[config.mk]
export PLATFORM = sky130hd
export DESIGN_NAME = mips_perf_cnt
export DESIGN_NICKNAME = d
export VERILOG_FILES = /design/src/rtl/mips_perf_cnt.sv
export SDC_FILE = /design/constraint.sdc
export NUM_CORES = 1
export LEC_CHECK = 0
export ABC_AREA = 1
export CORE_ASPECT_RATIO = 2
export CORE_MARGIN = 2
export CORE_UTILIZATION = 30
export DETAILED_ROUTE_END_ITERATION = 10
export PLACE_DENSITY_LB_ADDON = 0.08
export SLEW_MARGIN = 20
export SYNTH_ARGS = -nofsm -noshare
export SYNTH_HDL_FRONTEND = slang
export SYNTH_SLANG_ARGS = --single-unit
[constraint.sdc]
create_clock -name clk -period 8.1 [get_ports clk]
set_input_delay 1.62 -clock clk [delete_from_list [all_inputs] [get_ports clk]]
set_output_delay 1.62 -clock clk [all_outputs]
set_load 0.03 [all_outputs]
[src/rtl/mips_perf_cnt.sv]
// Eight MIPS performance counters under an IDLE/RUN/HALT run-control FSM; 1-cycle register latency.
// Counting happens only in RUN; counts are frozen in HALT and zeroed by reset or cnt_clr.
module mips_perf_cnt #(
    parameter int CNT_WIDTH = 32,
    parameter bit SATURATE  = 1'b1
) (
    input  logic                 clk,
    input  logic                 rst,
    input  logic                 cnt_clr,
    input  logic                 halt,
    input  logic                 inst_valid,
    input  logic                 inst_is_branch,
    input  logic                 inst_is_load,
    input  logic                 inst_is_store,
    input  logic [2:0]           user_evt,
    output logic [CNT_WIDTH-1:0] cycle_cnt,
    output logic [CNT_WIDTH-1:0] inst_cnt,
    output logic [CNT_WIDTH-1:0] br_cnt,
    output logic [CNT_WIDTH-1:0] ld_cnt,
    output logic [CNT_WIDTH-1:0] st_cnt,
    output logic [CNT_WIDTH-1:0] user1_cnt,
    output logic [CNT_WIDTH-1:0] user2_cnt,
    output logic [CNT_WIDTH-1:0] user3_cnt,
    output logic [1:0]           cnt_state
);

    typedef enum logic [1:0] {
        IDLE = 2'b00,
        RUN  = 2'b01,
        HALT = 2'b10
    } state_e;

    state_e               state_q;
    logic [CNT_WIDTH-1:0] cnt_q [8];
    logic [CNT_WIDTH-1:0] cnt_d [8];
    logic [7:0]           evt;

    // Bit order matches cnt_q: cycle, inst, br, ld, st, user1..user3.
    always_comb begin
        evt = {user_evt,
               inst_valid & inst_is_store,
               inst_valid & inst_is_load,
               inst_valid & inst_is_branch,
               inst_valid,
               1'b1};
    end

    always_comb begin
        for (int i = 0; i < 8; i++) begin
            cnt_d[i] = cnt_q[i];
            if (evt[i] && !(SATURATE && (&cnt_q[i]))) begin
                cnt_d[i] = cnt_q[i] + CNT_WIDTH'(1);
            end
        end
    end

    always_ff @(posedge clk or posedge rst) begin
        if (rst) begin
            state_q <= IDLE;
            for (int i = 0; i < 8; i++) cnt_q[i] <= '0;
        end else if (cnt_clr) begin
            state_q <= IDLE;
            for (int i = 0; i < 8; i++) cnt_q[i] <= '0;
        end else begin
            case (state_q)
                IDLE: state_q <= RUN;
                RUN: begin
                    for (int i = 0; i < 8; i++) cnt_q[i] <= cnt_d[i];
                    if (halt) state_q <= HALT;
                end
                HALT: state_q <= HALT;
                default: state_q <= IDLE;
            endcase
        end
    end

    assign cycle_cnt = cnt_q[0];
    assign inst_cnt  = cnt_q[1];
    assign br_cnt    = cnt_q[2];
    assign ld_cnt    = cnt_q[3];
    assign st_cnt    = cnt_q[4];
    assign user1_cnt = cnt_q[5];
    assign user2_cnt = cnt_q[6];
    assign user3_cnt = cnt_q[7];
    assign cnt_state = state_q;

endmodule

==> results.yml <==
status:
  status: "finished, final reports clean"
yosys:
  synth-async-reset-ratio_pct: 100.0
  avgSynthCellArea_sq_um: 6.014
  synth_compound_area_share_pct: 4.217
  synthCells: 3133
  synth.area.top_cells: "dfrtp_1 34%, nand2_1 21%, nor2_1 13%"
  yosys.area_share.adder_pct: 0.6641
  synth-seq-cells: 258
  yosysWarnings: 0
  synth_edf_count: 0
  yosysMostFrequentCell: "nand2_1"
  synth_top_area_share_pct: 34.27
  synthMuxAreaShare_pct: 0
  syn_area_sq_um: 18840
  synth_seq_area_share_pct: 34.27
  synth-main-ff-cell: "dfrtp_1"
  synth_top_family_by_area: "simple AND/OR/NAND/NOR gates"
  synth_area_leader_cell: "dfrtp_1"
  synth-simple-area-share_pct: 47.42
  synth.distinct_cells: 32
  syn-num-nets: 3154
  synth_common_cells: "1,065 x nand2_1, 668 x nor2_1, 454 x inv_1"
  synthXorXnorAreaFrac_pct: 1.674
worst_setup_path:
  worst_setup_path_end_kind: "flop"
  arrival_ns: 4.07
  path_class: "in2reg"
  path_max_fanout: 31
  crit_path_start_kind: "primary input"
  cp_data_required_time_ns: 8.58
timing:
  clock_skew_ns: 0.01882
  slew_headroom_pct: 31.31
  finalCritPeriodShare_pct: 44.32
  finalHoldViolCount: 0
  maxSlewViolCount: 0
  min_period_ns: 3.590
  hold_slack_ns: 0.5322
  tns_ns: 0
  finalSetupViolCount: 0
  fmax_ghz: 0.2786
  rsz0062_at_grt: "false"
  worstMarginPinSlew_ns: 1.029
worst_hold_path:
  hp-class: "reg2reg"
floorplanning:
  initial_core_util_pct: 30.16
  num_io_pins: 269
  coreArea_sq_um: 62460
  dieArea_sq_um: 64940
  die_w_microns: 181.2
  rows: 130
  die_h_microns: 358.4
final_layout:
  nets: 3384
  antenna_cells: 0
  syn_to_final_growth_pct: 22.88
  drive_gt1_share_pct: 4.547
  final_util_pct: 37.07
pwr:
  leakage_uw: 0.009927
  p_per_area_nw_per_um2: 141.7
  peakVddDrop_uv: 187.7
clocking:
  cts_tree: "built"
  cts_buffer_depth: 3
  hold_buffers: 0
  cts_setup_buffers: 0
  clockRootBuffer: "clkbuf_16"
  htreeDepth: 1
  cts_buffers: 30
  clk_pin_slew_worst_paths_ns: 0.06
  ctsResizeCount: 0
  worstSkewPairLatency_ns: 0.60
  cts_sinks: 258
route:
  drt-initial-drc-count: 1046
  routed_wl_microns: 64360
  wire_per_inst_microns: 15.40
  route.vias.total: 19444
  drcViolationCount: 0
  vias_per_cell: 4.653
  drt_pre_antenna_iters: 5
  ant_nets: 0
placement:
  hpwl_microns: 46780
  io_buffers: 268
  place.gp.congestion: 0.8458
grt:
  grt_first_pass_wirelength_microns: 103700
  grt_usage_pct: 19.77
  overflow: 0
  grt_pass1_vias: 18597
  grt_max_degree: 128
  grt_antenna_before_repair: 0
flow_run:
  drv_cap: 0
state kept, by name, indices dropped and copies added (netlist names):
name	count
cycle_cnt	32
user2_cnt	32
user3_cnt	32
ld_cnt	32
st_cnt	32
cnt_state	2
br_cnt	32
inst_cnt	32
user1_cnt	32
layout by cell type (no fill, tap or decap):
| cell type | netlist | routed |
|---|---|---|
| nand2_1 | 1065 | 1065 |
| nor2_1 | 668 | 667 |
| inv_1 | 454 | 453 |
| clkdlybuf4s50_1 | 0 | 267 |
| dfrtp_1 | 258 | 258 |
| nand3_1 | 221 | 221 |
| nand4_1 | 107 | 107 |
| o21ai_0 | 58 | 58 |
| clkbuf_16 | 0 | 31 |
| o21ai_1 | 25 | 25 |
| nor2_2 | 23 | 24 |
| xor2_1 | 24 | 24 |
| o21ai_2 | 23 | 23 |
| nand2_2 | 22 | 22 |
| a21oi_1 | 19 | 19 |
| nor3_1 | 14 | 14 |
| xnor2_1 | 12 | 12 |
| o21bai_1 | 11 | 11 |
| nor2_4 | 10 | 10 |
| ha_1 | 10 | 10 |
| nand3b_1 | 9 | 9 |
| clkbuf_8 | 0 | 9 |
| buf_4 | 5 | 9 |
| and2_1 | 7 | 7 |
| clkinv_2 | 0 | 7 |
| nand3_2 | 5 | 5 |
| clkbuf_1 | 24 | 5 |
| inv_2 | 3 | 3 |
| nand2_4 | 2 | 2 |
| clkinvlp_4 | 0 | 2 |
| bufinv_16 | 0 | 2 |
| inv_6 | 0 | 1 |
| clkinv_4 | 1 | 1 |
| clkinv_1 | 2 | 1 |
| or2_2 | 1 | 1 |
| inv_8 | 0 | 1 |
| buf_12 | 0 | 1 |
routing by layer:
layer / wire length (microns) / track usage (%) / up-vias
li1: - / - / 10068
met1: 31910 / 28.18 / 8937
met2: 28180 / 31.52 / 386
met3: 3186 / 3.100 / 53
met4: 1095 / 4.358 / 0
met5: 0 / 0 / -
area by class of cell:
cell class | instances | area (sq um)
Fill cell | 6886 | 39310
Tap cell | 792 | 991.0
Inverter | 460 | 1740
Timing Repair Buffer | 277 | 2760
Clock buffer | 45 | 918.4
Clock inverter | 11 | 113.9
Sequential cell | 258 | 6456
Multi-Input combinational cell | 2336 | 10170
logic make-up (layout without fill, tap and decap cells):
group	count (synthesis)	count (layout)
AO/OA/AOI/OAI	136	136
XOR/XNOR	36	36
adder cells (fa/ha/maj)	10	10
buffers and inverters	539	793
flip-flops	258	258
AND/OR/NAND/NOR	2154	2154
report_power, final:
group	switching, uW	total (uW)	internal [uW]
combinational	356	457	101
clock	624	1470	844
sequential	43.8	1360	1310
total	1020	3280	2260
through the flow:
step                setup slack (ns)  std cells  area, sq um  power (uW)
finish                         4.510       4179        23150        3281
floorplan                      3.080       3133        18840        1683
global route                   4.300       4179        23150        3441
global placement               3.891       4123        22120        1849
CTS                            4.513       4179        23150        3364
detailed placement             3.880       4123        22120        1851
path summary, 6_finish.rpt:
check                                         start                       end  slack (ns)  cells after the start
max                                     user_evt[0]  user1_cnt[4]$_DFFE_PP0P_        4.51                      8
min                           br_cnt[0]$_DFFE_PP0P_     br_cnt[0]$_DFFE_PP0P_        0.53                      1
max reg2reg                cnt_state[1]$_DFFE_PP0P_  user1_cnt[4]$_DFFE_PP0P_        4.88                      9
min reg2reg                   br_cnt[0]$_DFFE_PP0P_     br_cnt[0]$_DFFE_PP0P_        0.53                      1
max in group asynchronous                       rst    st_cnt[20]$_DFFE_PP0P_        4.75                      4
min in group asynchronous                       rst  inst_cnt[25]$_DFFE_PP0P_        1.42                      2
critical path, stage by stage:
cell and delay [ns]:
clkdlybuf4s50_1 0.52, nand2_1 0.07, inv_1 0.77, nand2_1 0.61, inv_1 0.28, nand2_1 0.07
nand2_1 0.06, nor2_1 0.05
(Power assumes the default switching activity.)
